$ cat src/rtl/bkram_pkg.sv
// bkram_pkg: shared definitions for the backup-RAM sync engine.
//   - bk_state_t   : handshake/scan FSM states
//   - SECTOR_BYTES : bytes per SD sector / NVRAM sector
//   - SECTOR_LOG2  : log2(SECTOR_BYTES), byte-address bits inside a sector
//   - sector_count : ceil(bytes / SECTOR_BYTES), unsaturated
package bkram_pkg;

  localparam int SECTOR_BYTES = 512;
  localparam int SECTOR_LOG2  = 9;

  typedef enum logic [2:0] {
    IDLE,
    LOAD_REQ,
    LOAD_ACK,
    DONE_LD,
    SCAN,
    SAVE_REQ,
    SAVE_ACK
  } bk_state_t;

  // 33-bit sum so a size near 4 GB cannot wrap before the shift.
  function automatic logic [23:0] sector_count(input logic [31:0] size);
    return 24'(({1'b0, size} + 33'(SECTOR_BYTES - 1)) >> SECTOR_LOG2);
  endfunction

endpackage

$ cat src/rtl/bkram_autosave_timer.sv
// bkram_autosave_timer: idle-timeout counter for autosave.
//   clk_sys : system clock
//   rst_n   : asynchronous active-low reset
//   clear   : NVRAM write seen; restarts the idle count
//   enable  : count while something is dirty and autosave is allowed
//   fire    : one-cycle pulse once AUTOSAVE_DLY idle cycles have elapsed
module bkram_autosave_timer #(
  parameter int               DLY_W        = 24,
  parameter logic [DLY_W-1:0] AUTOSAVE_DLY = 24'd8_000_000
) (
  input  logic clk_sys,
  input  logic rst_n,
  input  logic clear,
  input  logic enable,
  output logic fire
);

  localparam logic [DLY_W-1:0] FIRE_AT = AUTOSAVE_DLY - 1'b1;

  logic [DLY_W-1:0] count;

  // The step that would bring the count up to AUTOSAVE_DLY fires instead
  // and restarts from zero; the all-ones guard keeps the count saturated.
  always_ff @(posedge clk_sys or negedge rst_n) begin
    if (!rst_n) begin
      count <= '0;
      fire  <= 1'b0;
    end else begin
      fire <= 1'b0;
      if (clear) begin
        count <= '0;
      end else if (enable) begin
        if (count == FIRE_AT) begin
          count <= '0;
          fire  <= 1'b1;
        end else if (count != '1) begin
          count <= count + 1'b1;
        end
      end
    end
  end

endmodule

$ cat src/rtl/bkram_sync.sv
// bkram_sync: backup-RAM <-> SD image sync engine.
//   clk_sys, RESET_n        : clock, asynchronous active-low reset
//   img_mounted, img_size   : image mount level (rising edge = new image) and size
//   download                : ROM download level; rising edge invalidates backup
//   save_req, autosave_en   : manual save trigger, idle-timeout autosave enable
//   nvram_we, nvram_a       : core NVRAM write strobe and byte address
//   sd_lba, sd_rd, sd_wr    : sector request towards user_io
//   sd_ack                  : user_io transfer acknowledge
//   bk_ena                  : a valid backup image is mounted
//   bk_reset                : one-cycle pulse after a load completes
//   busy, dirty_any         : transfer in progress, any sector dirty
module bkram_sync
  import bkram_pkg::*;
#(
  parameter int               SECTOR_BITS  = 4,
  parameter int               DLY_W        = 24,
  parameter logic [DLY_W-1:0] AUTOSAVE_DLY = 24'd8_000_000
) (
  input  logic                      clk_sys,
  input  logic                      RESET_n,
  input  logic                      img_mounted,
  input  logic [31:0]               img_size,
  input  logic                      download,
  input  logic                      save_req,
  input  logic                      autosave_en,
  input  logic                      nvram_we,
  input  logic [SECTOR_BITS+8:0]    nvram_a,
  output logic [31:0]               sd_lba,
  output logic                      sd_rd,
  output logic                      sd_wr,
  input  logic                      sd_ack,
  output logic                      bk_ena,
  output logic                      bk_reset,
  output logic                      busy,
  output logic                      dirty_any
);

  localparam int IDX_W = (SECTOR_BITS > 0) ? SECTOR_BITS : 1;
  localparam int NS    = 1 << SECTOR_BITS;
  localparam logic [IDX_W:0] CUR_ONE = 1;

  bk_state_t state, state_next;

  logic mount_d, dl_d, save_d, ack_d;
  logic mount_edge, dl_edge, save_edge, ack_rise, ack_fall;

  logic             mount_pend, mount_zero, save_pend, abort;
  logic [IDX_W-1:0] mount_last, last_sect, n_last, we_idx, cur_idx;
  // One bit wider than a sector index so a scan can step past last_sect.
  logic [IDX_W:0]   cur;
  logic [23:0]      n_raw;
  logic [NS-1:0]    dirty, dirty_next;
  logic             abort_now, scan_end, auto_fire, unused_bits;

  assign mount_edge = img_mounted & ~mount_d;
  assign dl_edge    = download & ~dl_d;
  assign save_edge  = save_req & ~save_d;
  assign ack_rise   = sd_ack & ~ack_d;
  assign ack_fall   = ~sd_ack & ack_d;

  // A download edge in the current cycle aborts just like a latched one.
  assign abort_now = abort | dl_edge;
  assign cur_idx   = cur[IDX_W-1:0];
  assign scan_end  = cur > {1'b0, last_sect};
  assign busy      = (state != IDLE);
  assign dirty_any = |dirty;

  assign n_raw  = sector_count(img_size);
  assign n_last = (n_raw >= 24'(NS)) ? IDX_W'(NS - 1) : IDX_W'(n_raw - 24'd1);

  assign unused_bits = ^nvram_a[SECTOR_LOG2-1:0];

  generate
    if (SECTOR_BITS > 0) begin : g_we_idx
      assign we_idx = nvram_a[SECTOR_BITS+SECTOR_LOG2-1:SECTOR_LOG2];
    end else begin : g_we_idx0
      assign we_idx = 1'b0;
    end
  endgenerate

  bkram_autosave_timer #(
    .DLY_W        (DLY_W),
    .AUTOSAVE_DLY (AUTOSAVE_DLY)
  ) u_timer (
    .clk_sys (clk_sys),
    .rst_n   (RESET_n),
    .clear   (nvram_we),
    .enable  (dirty_any & autosave_en & bk_ena),
    .fire    (auto_fire)
  );

  always_ff @(posedge clk_sys or negedge RESET_n) begin
    if (!RESET_n) state <= IDLE;
    else          state <= state_next;
  end

  always_comb begin
    state_next = state;
    case (state)
      IDLE: begin
        if (!dl_edge) begin
          if (mount_pend) begin
            if (!mount_zero) state_next = LOAD_REQ;
          end else if (save_pend && bk_ena) begin
            state_next = SCAN;
          end
        end
      end
      LOAD_REQ: state_next = abort_now ? IDLE : LOAD_ACK;
      LOAD_ACK: begin
        if (ack_fall) begin
          if (abort_now)                   state_next = IDLE;
          else if (cur_idx == last_sect)   state_next = DONE_LD;
          else                             state_next = LOAD_REQ;
        end
      end
      DONE_LD:  state_next = IDLE;
      SCAN: begin
        if (abort_now || scan_end) state_next = IDLE;
        else if (dirty[cur_idx])   state_next = SAVE_REQ;
      end
      SAVE_REQ: state_next = abort_now ? IDLE : SAVE_ACK;
      SAVE_ACK: begin
        if (ack_fall) state_next = abort_now ? IDLE : SCAN;
      end
      default:  state_next = IDLE;
    endcase
  end

  // Core writes are ORed in last so they win over any clear in the same cycle.
  always_comb begin
    dirty_next = dirty;
    if (dl_edge || state == DONE_LD) dirty_next = '0;
    else if (state == SAVE_ACK && ack_rise) dirty_next[cur_idx] = 1'b0;
    if (nvram_we) dirty_next[we_idx] = 1'b1;
  end

  always_ff @(posedge clk_sys or negedge RESET_n) begin
    if (!RESET_n) dirty <= '0;
    else          dirty <= dirty_next;
  end

  // Datapath and pending flags. New edges are latched after the per-state
  // updates so they are never lost, and a download edge overrides both.
  always_ff @(posedge clk_sys or negedge RESET_n) begin
    if (!RESET_n) begin
      mount_d    <= 1'b0;
      dl_d       <= 1'b0;
      save_d     <= 1'b0;
      ack_d      <= 1'b0;
      mount_pend <= 1'b0;
      mount_zero <= 1'b0;
      mount_last <= '0;
      save_pend  <= 1'b0;
      abort      <= 1'b0;
      last_sect  <= '0;
      cur        <= '0;
      sd_lba     <= '0;
      sd_rd      <= 1'b0;
      sd_wr      <= 1'b0;
      bk_ena     <= 1'b0;
      bk_reset   <= 1'b0;
    end else begin
      mount_d  <= img_mounted;
      dl_d     <= download;
      save_d   <= save_req;
      ack_d    <= sd_ack;
      bk_reset <= 1'b0;

      case (state)
        IDLE: begin
          abort <= 1'b0;
          if (!dl_edge) begin
            if (mount_pend) begin
              mount_pend <= 1'b0;
              if (mount_zero) begin
                bk_ena <= 1'b0;
              end else begin
                bk_ena    <= 1'b1;
                last_sect <= mount_last;
                cur       <= '0;
              end
            end else if (save_pend) begin
              if (bk_ena) cur <= '0;
              else        save_pend <= 1'b0;
            end
          end
        end
        LOAD_REQ: begin
          if (!abort_now) begin
            sd_lba <= 32'(cur_idx);
            sd_rd  <= 1'b1;
          end
        end
        LOAD_ACK: begin
          if (ack_rise) sd_rd <= 1'b0;
          if (ack_fall && cur_idx != last_sect) cur <= cur + CUR_ONE;
        end
        DONE_LD: bk_reset <= ~abort_now;
        SCAN: begin
          if (scan_end)            save_pend <= 1'b0;
          else if (!dirty[cur_idx]) cur <= cur + CUR_ONE;
        end
        SAVE_REQ: begin
          if (!abort_now) begin
            sd_lba <= 32'(cur_idx);
            sd_wr  <= 1'b1;
          end
        end
        SAVE_ACK: begin
          if (ack_rise) sd_wr <= 1'b0;
          if (ack_fall) cur <= cur + CUR_ONE;
        end
        default: ;
      endcase

      if (mount_edge) begin
        mount_pend <= 1'b1;
        mount_last <= n_last;
        mount_zero <= (img_size == 32'd0);
      end
      if (save_edge || auto_fire) save_pend <= 1'b1;

      if (dl_edge) begin
        bk_ena     <= 1'b0;
        save_pend  <= 1'b0;
        mount_pend <= 1'b0;
        abort      <= (state != IDLE);
      end
    end
  end

endmodule
$ cat config.mk
export PLATFORM = sky130hd
export DESIGN_NAME = bkram_sync
export DESIGN_NICKNAME = d
export VERILOG_FILES = /design/src/rtl/bkram_pkg.sv /design/src/rtl/bkram_autosave_timer.sv /design/src/rtl/bkram_sync.sv
export SDC_FILE = /design/constraint.sdc
export NUM_CORES = 1
export LEC_CHECK = 0
export CORE_ASPECT_RATIO = 0.75
export CORE_MARGIN = 3
export CORE_UTILIZATION = 32
export DETAILED_ROUTE_END_ITERATION = 16
export PLACE_DENSITY = 0.52
export SETUP_SLACK_MARGIN = 0.02
export SLEW_MARGIN = 25
export SYNTH_ARGS = -nofsm -noshare
export SYNTH_HDL_FRONTEND = slang
export SYNTH_HIERARCHICAL = 1
export SYNTH_SLANG_ARGS = --single-unit
$ cat constraint.sdc
create_clock -name clk_sys -period 2.8 [get_ports clk_sys]
set_input_delay 0.28 -clock clk_sys [delete_from_list [all_inputs] [get_ports clk_sys]]
set_output_delay 0.28 -clock clk_sys [all_outputs]
set_load 0.03 [all_outputs]
==> key figures <==
Logic synthesis
  – Synth Area in Adders: 2.78%
  – Complex-gate fraction of the synthesized area: 17.4%
  – Seq cells post-synth: 73
  – Cell taking the most area after synthesis: dfrtp_1
  – Mux cell area share after synthesis: 5.08%
  – Yosys warnings: 6
  – Seq/Total Area, Yosys: 36.9%
  – Mapped Area: 4950 um^2
  – Synth async-reset ratio: 100%
  – Simple-Gate Fraction of Synth Area: 26.8%
  – Post-synth EDFFs: 0
  – Cell count after synthesis: 540
  – Top cells by area, synth: dfrtp_1 37%, buf_4 4.4%, nand3_1 4.3%
  – Synth unique cells: 71
  – Avg Inst Size Synth: 9.17 um^2
  – Main synth FF type: dfrtp_1
  – Largest family of logic cells by synthesized area: simple AND/OR/NAND/NOR gates
  – Synth Area in XOR/XNOR: 2.30%
  – Post-synth top area share: 36.9%

Setup path
  – Crit path largest cell delay: 0.66 ns
  – Startpoint kind of the worst setup timing path: flop
  – CP cell instances: mux4_1 -> mux4_2 -> inv_1 -> a31oi_1 -> nand2b_4 -> mux2_4
  – CP arrival: 2.86 ns
  – Critical path class: reg -> reg
  – Critical Path RT: 3.02 ns
  – Critical Path Sink Type: flop
  – Max stage delay cell, worst path: mux4_1
  – Critical-path maximum fanout: 11

Timing
  – Slew headroom: 53.9%
  – Setup violators final: 0
  – Worst slew pin tran: 0.688 ns
  – RSZ-0062 raised after global routing: false
  – Final Max Tran Viols: 0
  – Tcrit/Tclk final: 94.1%
  – Post-layout min period: 2.63 ns
  – Worst Skew: 0.0104 ns
  – Final Hold Vio Count: 35
  – Peak Freq: 380 MHz
  – Total negative slack: 0 ns
  – Worst hold margin: -0.0614 ns

Power and ir drop
  – Peak VDD IR: 398 uV
  – Power Density: 667 nW/um^2
  – P_leak: 2.35 nW

Global route
  – Gr ovfl total: 0
  – Largest net degree at the start of global routing: 74
  – Vias in the first global route: 4,286
  – GRT Total Usage: 16.2%
  – Initial antenna violation count: 0
  – First-pass GRT wire length: 22,400 um

Run
  – Max Cap Viol: 0

Clocking
  – Setup bufs post-CTS: 0
  – Clk buf depth: 2
  – CTS tree: built
  – Worst-path clk slew: 0.06 ns
  – Clock root buffer: clkbuf_16
  – Post-CTS sizing: 0
  – Clock latency on the worst-skew pair: 0.34 ns
  – Max H-tree Level: 3
  – Cts bufs inserted: 9
  – Sink Count: 73
  – Post-CTS Hold Buffers: 0

Routing
  – Vias: 4,409
  – Per-cell routed wire length: 16.4 um
  – DRT Pass-1 Iters: 5
  – DR vias/cell: 5.44
  – Remaining antenna violation count: 0
  – WL final: 13,300 um
  – DRC violations left: 0
  – Initial DRC count: 244

Floorplan
  – Width of the die: 150 um
  – Io pins: 91
  – # rows: 38
  – Core Area: 14,800 um^2
  – Die area: 17,000 um^2
  – Initial cell density of the core: 33.5%
  – Die Y-Extent: 114 um

Placement
  – # port buffers: 53
  – Final Wtd Congestion: 0.903
  – HPWL Detailed: 10,000 um

Final layout
  – Synthesis-to-layout area growth: 20.6%
  – Ant. Diodes: 0
  – Share of layout cells above drive strength 1: 13.0%
  – Post-layout utilization of the core: 40.4%
  – Final #Nets: 669

Worst hold path
  – Worst hold-check path type: in -> async

Outcome
  – Failing checks: hold timing
  – Outcome: finished with violations
==> cells in the mapped netlist, types with 5 or more instances <==
cell and number:
a21oi_1 30, a31oi_1 13, a32o_1 14, and3_1 14
buf_4 29, buf_6 6, clkbuf_1 12, dfrtp_1 73
ha_1 11, inv_1 19, mux2_2 7, nand2_1 29
nand2b_1 9, nand3_1 43, nand4_1 15, nor2_1 37
nor2b_1 9, nor3_1 16, nor4_1 13, o211ai_1 6
o21ai_0 21, or3_1 5, or4_2 7, xnor2_1 8
xor2_1 5
==> state kept, by name, summed over array words and instances (netlist names) <==
| signal | flops |
|---|---|
| cur | 5 |
| dirty | 16 |
| sd_rd | 1 |
| mount_d | 1 |
| mount_last | 4 |
| u_timer/fire | 1 |
| sd_wr | 1 |
| bk_ena | 1 |
| u_timer/count | 24 |
| sd_lba | 4 |
| mount_zero | 1 |
| save_d | 1 |
| state | 3 |
| ack_d | 1 |
| mount_pend | 1 |
| dl_d | 1 |
| bk_reset | 1 |
| save_pend | 1 |
| abort | 1 |
| last_sect | 4 |
==> worst max-delay path: cells and delay by family (launching register included) <==
family	cells	cell delay, ns
multiplexers	3	1.43
flip-flops	1	0.62
AND/OR/NAND/NOR	1	0.21
AO/OA/AOI/OAI	1	0.15
buffers and inverters	1	0.12
==> power by group <==
group          switching [W]  internal [W]  total [W]
sequential          0.000168       0.00120    0.00137
clock               0.000453      0.000711    0.00116
combinational       0.000825      0.000625    0.00145
total                0.00145       0.00253    0.00398
==> metal layers <==
| metal | track usage [%] | routed length, um | vias to the layer above | share of wire (%) |
|---|---|---|---|---|
| met5 | 0 | 0 | - | 0 |
| met4 | 3.60 | 110 | 0 | 0.83 |
| met3 | 3.38 | 683 | 9 | 5.1 |
| met2 | 24.3 | 5940 | 106 | 45 |
| met1 | 23.9 | 6550 | 2165 | 49 |
| li1 | - | - | 2129 | - |
==> metrics by stage <==
step                      area [um^2]  hold slack [ns]  instances  setup WS, ns  power [W]
after floorplan                  5050          -0.0156        567         0.534    0.00240
after global placement           5660            0.477        794       -0.0208    0.00280
after detailed placement         5670            0.483        794       -0.0152    0.00283
after CTS                        5970            0.132        810         0.173    0.00401
after global routing             5970          0.00345        810        0.0556    0.00426
final                            5970          -0.0614        810         0.166    0.00398
==> kinds of logic (layout without fill, tap and decap cells) <==
kind of cell    count (synthesis)  in the layout
simple gates                  232            232
buf+inv                        69            112
other cells                     1             28
fa+ha+maj                      11             11
flops                          73             73
compound gates                125            125
xor+xnor                       13             13
mux                            16             16
==> path summary, 6_finish.rpt <==
check	from	cells past startpoint	slack (ns)	to
min	RESET_n	1	-0.06	u_timer/count[9]
max in group asynchronous	RESET_n	1	2.35	abort
min in group clk_sys	img_mounted	1	0.40	mount_d
max reg2reg	cur[0]	6	0.17	cur[0]
max	cur[0]	6	0.17	cur[0]
min reg2reg	mount_last[2]	2	0.49	last_sect[2]
==> final cells by class <==
type / count / area (um^2)
timing repair buffer: 77 / 724
fill: 1528 / 8810
clock inverter: 5 / 55.1
tap: 200 / 250
inverter: 19 / 71.3
clock buffer: 11 / 243
sequential: 73 / 1830
multi-input combinational: 425 / 2800
==> placed cells by master (no fill, tap or decap), types with 9 or more instances in the layout <==
master,Yosys,routed
and3_1,14,14
nand2b_1,9,9
nor2_1,37,37
buf_4,29,23
nand4_1,15,15
dfrtp_1,73,73
conb_1,1,28
a32o_1,14,14
nand3_1,43,43
nor2b_1,9,9
o21ai_0,21,21
ha_1,11,11
inv_1,19,19
clkdlybuf4s50_1,0,52
a31oi_1,13,13
nor3_1,16,16
nor4_1,13,12
clkbuf_16,0,9
a21oi_1,30,30
nand2_1,29,29
Power figures use the tool's default switching activity.
